--- config.mk ---
export PLATFORM = sky130hd
export DESIGN_NAME = data_io_master
export DESIGN_NICKNAME = d
export VERILOG_FILES = /design/src/rtl/data_io_master.sv
export SDC_FILE = /design/constraint.sdc
export NUM_CORES = 1
export LEC_CHECK = 0
export BUFFER_PORTS_ARGS = -buffer_cell sky130_fd_sc_hd__buf_2
export CAP_MARGIN = 40
export CELL_PAD_IN_SITES_DETAIL_PLACEMENT = 1
export CELL_PAD_IN_SITES_GLOBAL_PLACEMENT = 2
export CORE_MARGIN = 5
export CORE_UTILIZATION = 37
export CTS_BUF_LIST = sky130_fd_sc_hd__clkbuf_4 sky130_fd_sc_hd__clkbuf_8
export DETAILED_ROUTE_END_ITERATION = 10
export PLACE_DENSITY_LB_ADDON = 0.1
export SLEW_MARGIN = 20
export SYNTH_ARGS = -nofsm -noshare
export SYNTH_HDL_FRONTEND = slang
export SYNTH_SLANG_ARGS = --single-unit
--- constraint.sdc ---
create_clock -name clk -period 3.7 [get_ports clk]
set_input_delay 0.74 -clock clk [delete_from_list [all_inputs] [get_ports clk]]
set_output_delay 0.74 -clock clk [all_outputs]
set_load 0.02 [all_outputs]
--- src/rtl/data_io_master.sv ---
// data_io_master: SPI master that frames a command byte plus a command-specific
// payload (argument bytes, streamed write words, read words or status bytes).
// Optional feature: define DATA_IO_MASTER_ABORT_EN to honour the abort input.
module data_io_master #(
   parameter int CLK_DIV = 4,
   parameter int SS_GAP  = 8
) (
   input  logic        clk,
   input  logic        reset_n,
   input  logic        cmd_valid,
   output logic        cmd_ready,
   input  logic [7:0]  cmd,
   input  logic [31:0] arg,
   input  logic [9:0]  len,
   output logic        wr_req,
   input  logic        wr_valid,
   input  logic [15:0] wr_data,
   output logic        rd_valid,
   output logic [15:0] rd_data,
   output logic        st_valid,
   output logic [7:0]  st_data,
   output logic [4:0]  st_index,
   input  logic        abort,
   output logic        sck,
   output logic        ss,
   output logic        sdi,
   input  logic        sdo,
   output logic        busy
);

   typedef enum logic [2:0] {IDLE, SETUP, SHIFT, WAIT_WR, HOLD, GAP} state_t;

   localparam logic [15:0] DIV_LAST = 16'(CLK_DIV - 1);
   localparam logic [15:0] GAP_LAST = 16'(SS_GAP - 1);

   state_t      state;
   logic [15:0] cnt;
   logic [2:0]  bit_cnt;
   logic [11:0] byte_idx;
   logic [11:0] nbytes;
   logic [7:0]  cmd_q;
   logic [7:0]  tx;
   logic [7:0]  rx;
   logic [7:0]  rd_first;
   logic [7:0]  word_lo;
   logic [31:0] pay;
   logic        rx_done;
   logic        stop_early;
   logic        last_byte;
   logic [7:0]  next_byte;

   // Total frame length in bytes, command byte included
   function automatic logic [11:0] byte_total(input logic [7:0] c, input logic [9:0] l);
      case (c)
         8'h01, 8'h04: return 12'd5;
         8'h09:        return 12'd3;
         8'h06:        return 12'd2;
         8'h02, 8'h03: return 12'd1 + {1'b0, l, 1'b0};
         8'h05:        return (l > 10'd31) ? 12'd32 : 12'd1 + {2'b00, l};
         default:      return 12'd1;
      endcase
   endfunction

   // Argument bytes left-aligned so the payload always leaves from bits 31:24
   function automatic logic [31:0] arg_bytes(input logic [7:0] c, input logic [31:0] a);
      case (c)
         8'h01, 8'h04: return a;
         8'h09:        return {a[15:0], 16'h0000};
         8'h06:        return {a[7:0], 24'h000000};
         default:      return '0;
      endcase
   endfunction

`ifdef DATA_IO_MASTER_ABORT_EN
   logic abort_req;

   // Remember an abort until the current byte finishes
   always_ff @(posedge clk or negedge reset_n) begin
      if (!reset_n)
         abort_req <= 1'b0;
      else if (state == IDLE)
         abort_req <= 1'b0;
      else if (abort && (state == SETUP || state == SHIFT || state == WAIT_WR))
         abort_req <= 1'b1;
   end

   assign stop_early = abort_req | abort;
`else
   logic unused_abort;
   assign unused_abort = abort;
   assign stop_early   = 1'b0;
`endif

   assign last_byte = (byte_idx + 12'd1 == nbytes);
   assign next_byte = (cmd_q == 8'h02) ? word_lo : pay[31:24];

   // Transaction sequencer, bit engine and registered strobes
   always_ff @(posedge clk or negedge reset_n) begin
      if (!reset_n) begin
         state     <= IDLE;
         cnt       <= '0;
         bit_cnt   <= '0;
         byte_idx  <= '0;
         nbytes    <= '0;
         cmd_q     <= '0;
         tx        <= '0;
         rx        <= '0;
         rd_first  <= '0;
         word_lo   <= '0;
         pay       <= '0;
         rx_done   <= 1'b0;
         cmd_ready <= 1'b0;
         busy      <= 1'b0;
         wr_req    <= 1'b0;
         rd_valid  <= 1'b0;
         rd_data   <= '0;
         st_valid  <= 1'b0;
         st_data   <= '0;
         st_index  <= '0;
         sck       <= 1'b0;
         ss        <= 1'b1;
         sdi       <= 1'b0;
      end else begin
         wr_req   <= 1'b0;
         rd_valid <= 1'b0;
         st_valid <= 1'b0;
         rx_done  <= 1'b0;

         // rx_done fires the cycle after the last rising sck of a byte
         if (rx_done && byte_idx != 12'd0) begin
            if (cmd_q == 8'h03) begin
               if (byte_idx[0]) begin
                  rd_first <= rx;
               end else begin
                  rd_valid <= 1'b1;
                  rd_data  <= {rd_first, rx};
               end
            end else if (cmd_q == 8'h05) begin
               st_valid <= 1'b1;
               st_data  <= rx;
               st_index <= byte_idx[4:0];
            end
         end

         case (state)
            IDLE: begin
               cmd_ready <= 1'b1;
               if (cmd_valid && cmd_ready) begin
                  cmd_ready <= 1'b0;
                  busy      <= 1'b1;
                  ss        <= 1'b0;
                  cmd_q     <= cmd;
                  tx        <= cmd;
                  pay       <= arg_bytes(cmd, arg);
                  nbytes    <= byte_total(cmd, len);
                  byte_idx  <= '0;
                  bit_cnt   <= '0;
                  cnt       <= '0;
                  state     <= SETUP;
               end
            end
            SETUP: begin
               if (cnt == DIV_LAST) begin
                  cnt   <= '0;
                  sdi   <= tx[7];
                  state <= SHIFT;
               end else begin
                  cnt <= cnt + 16'd1;
               end
            end
            SHIFT: begin
               if (cnt != DIV_LAST) begin
                  cnt <= cnt + 16'd1;
               end else if (!sck) begin
                  cnt <= '0;
                  sck <= 1'b1;
                  rx  <= {rx[6:0], sdo};
                  if (bit_cnt == 3'd7)
                     rx_done <= 1'b1;
               end else begin
                  cnt <= '0;
                  sck <= 1'b0;
                  if (bit_cnt != 3'd7) begin
                     bit_cnt <= bit_cnt + 3'd1;
                     tx      <= {tx[6:0], 1'b0};
                     sdi     <= tx[6];
                  end else begin
                     bit_cnt  <= '0;
                     byte_idx <= byte_idx + 12'd1;
                     if (last_byte || stop_early) begin
                        sdi   <= 1'b0;
                        state <= HOLD;
                     end else if (cmd_q == 8'h02 && !byte_idx[0]) begin
                        // next payload byte is a word's high byte: fetch the word first
                        wr_req <= 1'b1;
                        state  <= WAIT_WR;
                     end else begin
                        tx  <= next_byte;
                        sdi <= next_byte[7];
                        pay <= {pay[23:0], 8'h00};
                     end
                  end
               end
            end
            WAIT_WR: begin
               if (stop_early) begin
                  sdi   <= 1'b0;
                  state <= HOLD;
               end else if (wr_valid) begin
                  tx      <= wr_data[15:8];
                  word_lo <= wr_data[7:0];
                  sdi     <= wr_data[15];
                  cnt     <= '0;
                  state   <= SHIFT;
               end
            end
            HOLD: begin
               if (cnt == DIV_LAST) begin
                  cnt   <= '0;
                  ss    <= 1'b1;
                  state <= GAP;
               end else begin
                  cnt <= cnt + 16'd1;
               end
            end
            GAP: begin
               if (cnt == GAP_LAST) begin
                  cnt       <= '0;
                  busy      <= 1'b0;
                  cmd_ready <= 1'b1;
                  state     <= IDLE;
               end else begin
                  cnt <= cnt + 16'd1;
               end
            end
            default: state <= IDLE;
         endcase
      end
   end

endmodule
**Yosys cells after proc, flatten, opt, wreduce, memory -nomap -nowiden**

Cells that the tools add are included.

- Muxes and demuxes: 80
- Multipliers: 0
- Bitwise gates (word level): 4
- Divide/modulo/power cells: 0
- Reductions and logical operators: 32
- $add $sub $neg: 5
- Shift operators: 0
- Order comparisons: 1
- Eq/ne operators: 35

Operators with widths:

| operator | number |
|---|---|
| 32-bit two-way mux | 6 |
| 32-bit case mux with 3 select lines | 1 |
| 16-bit two-way mux | 5 |
| 16-bit case mux with 5 select lines | 1 |
| 8-bit two-way mux | 8 |
| 32-bit case mux with 2 select lines | 1 |
| 12-bit case mux with 5 select lines | 1 |
| 12-bit two-way mux | 4 |
| 3-bit two-way mux | 14 |
| 8-bit by 2-bit == test with 1-bit output (second input constant) | 4 |
| 8-bit by 3-bit == test with 1-bit output (second input constant) | 4 |
| 1-bit two-way mux | 30 |
| 12-bit case mux with 2 select lines | 1 |
| 8-bit case mux with 3 select lines | 1 |
| 3-bit AND reduction | 7 |
| 2-bit != test (second input constant) | 10 |
| 3-bit case mux with 6 select lines | 1 |
| 16-bit by 1-bit adder with 16-bit output (second input constant) | 1 |
| 16-bit by 2-bit == test with 1-bit output (second input constant) | 1 |
| 16-bit by 3-bit == test with 1-bit output (second input constant) | 1 |
| 16-bit by 2-bit != test with 1-bit output (second input constant) | 1 |
| 7-bit AND reduction | 2 |
| 1-bit by 11-bit adder with 12-bit output (first input constant) | 1 |
| 12-bit by 1-bit adder with 12-bit output (second input constant) | 1 |
| other kinds (29) | 50 |

- Memory bits (writable): 0
- Memory bits (read-only): 0
- Flip-flop bits (word level): 156
- Bits in latches: 0
- Input port bits: 72
- Output and inout port bits: 37
- Memories kept: 0
- Logic and storage cells: 180

**Longest topological paths before layout**

Gate-level depths: netlist of run 1.

- Depth after elaboration: 8
- Depth in mapped cells: 11
- Mapped depth without buffers: 9

**Least setup slack after synthesis of run 1**

Ideal clock, no wire load.

- Kind: flip-flop to flip-flop
- From: reg byte_idx[0]
- To: reg pay[10]
- Slack: 1057 ps
- Cell stages (with the launch flop): 12
- Path buffers: 2
- Data arrival time: 2518 ps
- Period minus slack after synthesis: 2643 ps
- Library setup time: 125 ps
- Required time: 3575 ps
- Path through: dfrtp_1 buf_4 inv_1 ha_1 xor2_1 a311oi_1 o21ai_0 nor4b_4 a31oi_2 o21ai_4 buf_6 mux2_4

- Word-level cells in the longest chain between the ends: 4
- Elaborated cells on any way between the ends: 7
- Those cells by class: add/sub: 1; eq/ne: 3; reduce/logical: 3

RTL lines:

| what | line | RTL |
|---|---|---|
| start: declaration | 39 | `logic [11:0] byte_idx;` |
| start signal: assignment | 189 | `byte_idx <= byte_idx + 12'd1;` |
| 12-bit by 1-bit adder with 12-bit output or 1-bit logical NOT (tied branches) | 94, 193 |  |
| 12-bit == test or 1-bit logical AND (tied branches) | 94, 193 |  |
| 2-bit != test (no line) | -- |  |
| 7-bit AND reduction (no line) * | -- |  |
| end signal: assignment | 154 | `pay <= arg_bytes(cmd, arg);` |
| end signal: assignment | 200 | `pay <= {pay[23:0], 8'h00};` |
| end: declaration | 46 | `logic [31:0] pay;` |

Every way passes the cells marked *; elsewhere a longest branch is shown, timed or not.
A chain may end at the register's enable or synchronous reset.

**Worst setup path after layout of run 1**

- From: reg byte_idx[0]
- To: reg tx[6]

- Word-level cells in the longest chain between the ends: 4
- Elaborated cells on any way between the ends: 7
- Those cells by class: add/sub: 1; eq/ne: 3; reduce/logical: 3

RTL lines:

| what | line | RTL |
|---|---|---|
| 12-bit by 1-bit adder with 12-bit output or 1-bit logical NOT (tied branches) | 94, 193 |  |
| 12-bit == test or 1-bit logical AND (tied branches) | 94, 193 |  |
| 3-bit != test (no line) | -- |  |
| 7-bit AND reduction (no line) * | -- |  |
| end signal: assignment | 153 | `tx <= cmd;` |
| end signal: assignment | 185 | `tx <= {tx[6:0], 1'b0};` |
| end signal: assignment | 198 | `tx <= next_byte;` |
| end: declaration | 42 | `logic [7:0] tx;` |

Marked as above.

==> metrics.md, run 1 <==
| Metric | Value |
|---|---|
| RSZ-0062 raised after global routing | no |
| Mapped Area | slightly above 8000 um2 |
| Startpoint Class | register |
| WS Path Type | register to register |
| ANT cells | 0 |
| Crit path time final | ~3.1 ns |
| Top cells by area, synth | dfrtp_1, mux2_2, o21ai_0 |
| CORE AREA | approximately 22,000 um2 |
| Drt drc | 0 |
| Syn avg cell area | 10.4 um2 |
| Area growth from synthesis to layout | 16.2% |
| Vias per inst | around 5.5 |
| H-tree levels | 4 |
| Reg area | about 3900 um2 |
| Post-CTS Setup Inserts | 0 |
| Row count | 54 |
| YS warnings | 0 |
| Nets | ~1,000 |
| Total congestion overflow | 0 |
| Slew HR | a little under half |
| Synth cell types | 72 |
| FF-to-FF End | tx[6] |
| Status | complete, no violations |
| Drt wl/cell | ~20 um |
| Hold crit path type | primary input to async pin |
| Clock Tree Root | clkbuf_8 |
| Top delay family on crit path | simple AND/OR/NAND/NOR gates |
| Layout cells sized above 1 | a little under a third |
| Power Dens Cells | approximately 530 nW/um2 |
| First-pass GRT wire length | a little under 40,000 um |
| Number of I/O pins | 109 |
| Final Hold Viols | 0 |
| Max Root-Sink Buffers | 2 |
| Flop2flop setup slack | 0.57 ns |
| Cts hold-fix bufs | 0 |
| #FFs+latches synth | about 160 |
| DP HPWL | about 17,000 um |
| Clk sinks | 155 |
| # port buffers | between 100 and 150 |
| Final wirelength | roughly 24,000 um |
| CP max-delay cell | dfrtp_1 |
| Routed vias | around 6,600 |
| MaxCap Viol Count | 0 |
| Area share of the largest cell type after synthesis | around 47% |
| Starting Density | 37.7% |
| Slew Viols, Final | 0 |
| Sequential area share after synthesis | a little under half |
| Final cell count without fillers | 1,196 |
| Worst IR Drop VDD | 199 uV |
| CP Capture Type | register |
| Post-synth net total | between 800 and 900 |
| Width of the die | approximately 160 um |
| EDFF count, synth | 0 |
| Largest area contributor in the netlist | dfrtp_1 |
| CP cell instances | ha_1 > and3_1 > nand3_1 > xnor2_1 > nor4b_4 > nand3_2 > o21ai_4 > mux2_2 |
| Final setup vio count | 0 |
| # resized after CTS | 0 |
| Die Span Y | 160 um |
| CP Buf/Inv Count | 0 |
| Clock latency on the worst-skew pair | approximately 0.46 ns |
| DRT iter0 DRCs | around 310 |
| Initial antenna violation count | 1 |
| Setup TNS Final | 0 ns |
| Data arrival, critical path | around 3.5 ns |
| Placed instance count | 1,164 |
| Vias in the first global route | between 7,000 and 8,000 |
| Reg2Reg Depth | 8 |
| Asr flop ratio synth | 100% |
| Post-Syn Instances | between 700 and 800 |
| Skew final | about 0.013 ns |
| Worst slew pin tran | between 0.8 and 0.9 ns |
| Fmax | roughly 320 MHz |
| GRT Util Overall | 18.7% |
| Critical path's largest stage delay | ~0.58 ns |
| Static leakage | ~4.5 nW |
| Die area | roughly 25,000 um2 |
| Largest net degree at the start of global routing | 67 |
| FF-to-FF Start | byte_idx[0] |
| Clock slew seen by the registers of the worst setup and hold paths | ~0.10 ns |
| Total power | 0.00509 W |
| Pre-Repair DR Iteration Count | 4 |
| Fillers | 2,441 |
| CTS buffer count | 17 |
| Final Cycle Share | between 80 and 90% |
| Area of the multi-input gates | just over 4000 um2 |
| Post-DRT Antenna Nets | 0 |
| CTS tree | yes |
| CP required | 4.05 ns |
| Synth Flop Type | dfrtp_1 |
| Gpl congestion | 0.811 |
| Crit Path Max Fanout | 9 |
==> synthesized netlist by cell type, drive strengths merged (14+ instances only) <==
cell type and number:
a21oi 35, mux2i 21, a22o 31, inv 18, nand2 86, xnor2 14
nor2 58, buf 18, nand3 25, mux2 92, dfrtp 154, clkbuf 28
o21ai 73
==> per-layer routing <==
layer,routed length [um],global-route usage (%),share of wire [%],up-vias
met3,727,3.65,3.1,16
met1,11400,25.5,48,3354
li1,-,-,-,3121
met5,7,0,0.029,-
met2,11500,31.2,48,103
met4,161,3.59,0.68,2
==> report_power, final <==
group / switching, W / internal [W] / leakage, nW
combinational: 0.000915 / 0.000592 / 2.23
sequential: 0.000227 / 0.00192 / 2.09
clock: 0.000740 / 0.000698 / 0.224
==> through the flow <==
step / instance area (um2) / setup slack, ns / hold WS [ns] / utilization [%]
floorplan: 8280 / 1.06 / 0.444 / -
finish: 9620 / 0.568 / 0.253 / 43.8
CTS: 9620 / 0.587 / 0.280 / 43.8
detailed placement: 9180 / 0.598 / 0.476 / 41.8
global placement: 9170 / 0.634 / 0.466 / 41.8
global route: 9620 / 0.427 / 0.276 / 43.8
==> layout make-up <==
class | instances | share of cell area [%]
Clock inverter | 15 | 2.15
Sequential cell | 155 | 40.3
Timing Repair Buffer | 133 | 7.90
Multi-Input combinational cell | 578 | 42.8
Inverter | 18 | 0.702
Tap cell | 280 | 3.64
Clock buffer | 17 | 2.43
==> sequential cells by signal, indices dropped and copies added, names as in the netlist <==
signal / cells
rd_first: 8
cmd_ready: 1
rd_valid: 1
st_data: 8
tx: 8
word_lo: 8
busy: 1
pay: 32
sdi: 1
byte_idx: 12
rx_done: 1
st_index: 5
rx: 8
state: 3
cnt: 16
st_valid: 1
sck: 1
wr_req: 1
bit_cnt: 3
nbytes: 11
cmd_q: 8
ss: 1
rd_data: 16
==> kinds of logic (layout without fill, tap and decap cells) <==
kind of cell	Yosys count	count (layout)	synth area share, %
adders and majority gates	6	6	0.907
DFF	155	155	46.9
AOI/OAI and AO/OA	188	188	15.1
buffers and inverters	64	183	3.64
and+or+nand+nor	246	246	14.8
xor gates and xnor gates	25	25	2.73
muxes	113	113	16.0
==> how the worst max path moves through the flow <==
| stage | start | end | slack (ns) | cells after the start |
|---|---|---|---|---|
| finish | byte_idx[0] | tx[6] | 0.57 | 8 |
| global route | byte_idx[0] | tx[6] | 0.43 | 9 |
| CTS | byte_idx[0] | tx[3] | 0.59 | 9 |
| detailed placement | byte_idx[0] | tx[5] | 0.60 | 9 |
| global placement | byte_idx[0] | tx[4] | 0.63 | 9 |
| floorplan | byte_idx[0] | pay[10] | 1.06 | 11 |
==> cell usage in the layout, fill, tap and decap left out, types with 3 or more instances in the layout <==
cell	synthesis	layout
nor3_1	11	11
clkbuf_8	0	17
a211oi_1	3	3
and3_1	10	10
a21oi_1	35	35
nand4_1	10	10
xor2_1	10	10
inv_8	0	3
inv_6	0	5
o22ai_1	3	3
o41ai_1	4	4
inv_1	18	18
o211ai_1	3	3
mux2i_1	21	21
o31ai_1	8	8
nand2b_1	4	4
a22o_1	31	31
ha_1	6	6
nor4b_1	4	4
or3_1	4	4
bufinv_16	0	3
a222oi_1	6	6
mux2_2	70	70
nand3_1	23	23
xnor2_1	14	14
nor2b_1	6	6
mux2_4	20	20
buf_2	8	107
nor2_1	58	57
and2_1	4	4
dfrtp_1	154	154
nand2_1	85	85
buf_4	5	23
nor4_1	6	6
o21ai_0	71	71
No activity file was read; power rests on OpenSTA's default activity.
==> inputs of run 2 (changes only) <==
==> constraint.sdc (replaced) <==
create_clock -name clk -period 3.15 [get_ports clk]
set_input_delay 0.63 -clock clk [delete_from_list [all_inputs] [get_ports clk]]
set_output_delay 0.63 -clock clk [all_outputs]
set_load 0.02 [all_outputs]
==> run 2 against run 1 <==
Effect of this change:
- highest routed layer unchanged
- via count decreased by 0.45%
- register-to-register slack worse by 0.40 ns
- sequential power is 16% higher
- flip-flop and latch count unchanged
- setup slack got worse by 0.40 ns
- routed wire length is 1.1% lower
==> metrics.md, run 2 (synthesis gave the netlist of run 1 again) <==
| Metric | Value |
|---|---|
| Initial antenna violation count | 1 (unchanged) |
| CP cell instances | ha_1 > and3_1 > nand3_1 > xnor2_1 > nor4b_4 > nand3_2 > o21ai_4 > mux2_2 |
| Most frequent cells in the layout | dfrtp_1, buf_2, nand2_1, o21ai_0, mux2_2 |
| Hold crit path type | primary input to async pin |
| Skew final | 0.0157 ns (+0.00295 ns) |
| Max reg flops | 32 (unchanged) |
| Flop2flop setup slack | 0.16 ns (-0.40 ns) |
| Power Dens Cells | 616 nW/um2 (+16%) |
| Static leakage | 4.55 nW (+0.20%) |
| Clock Tree Root | clkbuf_8 |
| Post-CTS Setup Inserts | 0 (unchanged) |
| Area growth from synthesis to layout | 16.7% |
| Startpoint Class | register |
| Row count | 54 (unchanged) |
| Layout cells sized above 1 | 30.8% (+0.60 points) |
| Largest regs | pay: 32 flops, cnt: 16 flops, rd_data: 16 flops |
| GRT Util Overall | 18.9% (+0.25 points) |
| Slew Viols, Final | 0 (unchanged) |
| Data arrival, critical path | 3.33 ns (-0.15 ns) |
| CTS tree | yes |
| Status | complete, no violations |
| Design area | 9660 um2 (+0.48%) |
| Vias in the first global route | 7,254 (+3.3%) |
| Largest register by flop count | pay |
| Final Hold Viols | 0 (unchanged) |
| Nets | 986 (+0.51%) |
| Slew HR | 43.5% (-2.7 points) |
| CP max-delay cell | dfrtp_1 |
| Cts hold-fix bufs | 0 (unchanged) |
| Final cell count without fillers | 1,201 (+0.42%) |
| Crit path time final | 2.99 ns (-0.146 ns) |
| Largest net degree at the start of global routing | 62 (-7.5%) |
| WS Path Type | register to register |
| Setup TNS Final | 0 ns (unchanged) |
| CP Buf/Inv Count | 0 (unchanged) |
| Final Cycle Share | 94.8% (+10 points) |
| Die Span Y | 160 um (unchanged) |
| Worst slew pin tran | 0.844 ns (+0.0380 ns) |
| Die area | 25,500 um2 (unchanged) |
| CP Capture Type | register |
| Width of the die | 160 um (unchanged) |
| Fmax | 335 MHz (+4.9%) |
| Flop pwr share | 42.1% (about the same) |
| Int Pwr | 0.00373 W (+16%) |
| Final setup vio count | 0 (unchanged) |
| Clk sinks | 155 (unchanged) |
| Clock slew seen by the registers of the worst setup and hold paths | 0.10 ns (about the same) |
| P_sw | 0.00222 W (+18%) |
| Drt drc | 0 (unchanged) |
| Number of I/O pins | 109 (unchanged) |
| Pre-Repair DR Iteration Count | 4 (unchanged) |
| Max Root-Sink Buffers | 2 (unchanged) |
| Total congestion overflow | 0 (unchanged) |
| Crit Path Max Fanout | 8 (-1) |
| DP HPWL | 17,500 um (+1.0%) |
| Gpl congestion | 0.791 (-2.4%) |
| ANT cells | 0 (unchanged) |
| CP required | 3.49 ns (-0.56 ns) |
| Area after DPL | 9230 um2 (+0.55%) |
| # port buffers | 107 (unchanged) |
| Worst Hold Slack | 0.155 ns (-0.0983 ns) |
| Placed instance count | 1,169 (+0.43%) |
| Most common cell after layout, fill and taps aside | dfrtp_1 |
| MaxCap Viol Count | 0 (unchanged) |
| RSZ-0062 raised after global routing | no |
| Top delay family on crit path | simple AND/OR/NAND/NOR gates |
| Final core utilization | 44.0% (+0.21 points) |
| Worst IR Drop VDD | 231 uV (+16%) |
| Final wirelength | 23,600 um (-1.1%) |
| Drt wl/cell | 19.6 um (-1.5%) |
| Starting Density | 37.7% (unchanged) |
| Comb pwr share | 30.6% (+1.0 points) |
| Switching Fraction | 37.4% (+0.40 points) |
| H-tree levels | 4 (unchanged) |
| Routed vias | 6,566 (-0.45%) |
| Clock latency on the worst-skew pair | 0.46 ns (about the same) |
| Vias per inst | 5.47 (-0.87%) |
| Clock network fraction of total power | 27.3% (-1.0 points) |
| CTS buffer count | 17 (unchanged) |
| DRT iter0 DRCs | 299 (-4.8%) |
| CORE AREA | 22,000 um2 (unchanged) |
| Post-DRT Antenna Nets | 0 (unchanged) |
| Critical path's largest stage delay | 0.46 ns (-0.12 ns) |
| First-pass GRT wire length | 39,400 um (+1.3%) |
run 2: path summary, 6_finish.rpt:
path / depth (start not counted) / endpoint / startpoint
worst min-delay path: 1 / cnt[7] / reset_n
worst max-delay path: 8 / tx[5] / byte_idx[1]
worst min register to register: 2 / cmd_q[4] / cmd_q[4]
worst max register to register: 8 / tx[5] / byte_idx[1]
max in group asynchronous: 2 / byte_idx[0] / reset_n
min in group clk: 2 / nbytes[9] / len[8]
run 2: timing repair:
action | in CTS | in global routing
endpoints found under the setup margin | 0 | 11
endpoints found under the hold margin | 0 | 0
gates resized for setup | 0 | 2
run 2: power groups by stage:
stage               clock, W  combinational [W]  sequential, W
floorplan                  0            0.00124        0.00245
global placement           0            0.00177        0.00252
detailed placement         0            0.00183        0.00254
CTS                  0.00168            0.00185        0.00250
global route         0.00177            0.00202        0.00255
finish               0.00163            0.00182        0.00250
run 2: area by class of cell:
cell class | instances | area (um2)
fill | 2449 | 12300
clock buffer | 17 | 234
inverter | 18 | 67.6
timing repair buffer | 138 | 810
multi-input combinational | 578 | 4120
tap | 280 | 350
clock inverter | 15 | 200
sequential | 155 | 3880
run 2: routing by layer:
metal / up-vias / share of wire [%] / global-route usage [%] / wire (um)
li1: 3117 / - / - / -
met1: 3314 / 48 / 25.9 / 11300
met2: 115 / 48 / 31.3 / 11300
met3: 18 / 3.3 / 3.65 / 771
met4: 2 / 0.88 / 4.26 / 208
met5: - / 0.030 / 0 / 7
run 2: stage by stage:
stage | worst slack, ns | power, W
2_1_floorplan | 0.507 | 0.00368
3_3_place_gp | 0.213 | 0.00429
3_5_place_dp | 0.144 | 0.00438
4_1_cts | 0.122 | 0.00603
5_1_grt | 0.0131 | 0.00634
6_report | 0.164 | 0.00595
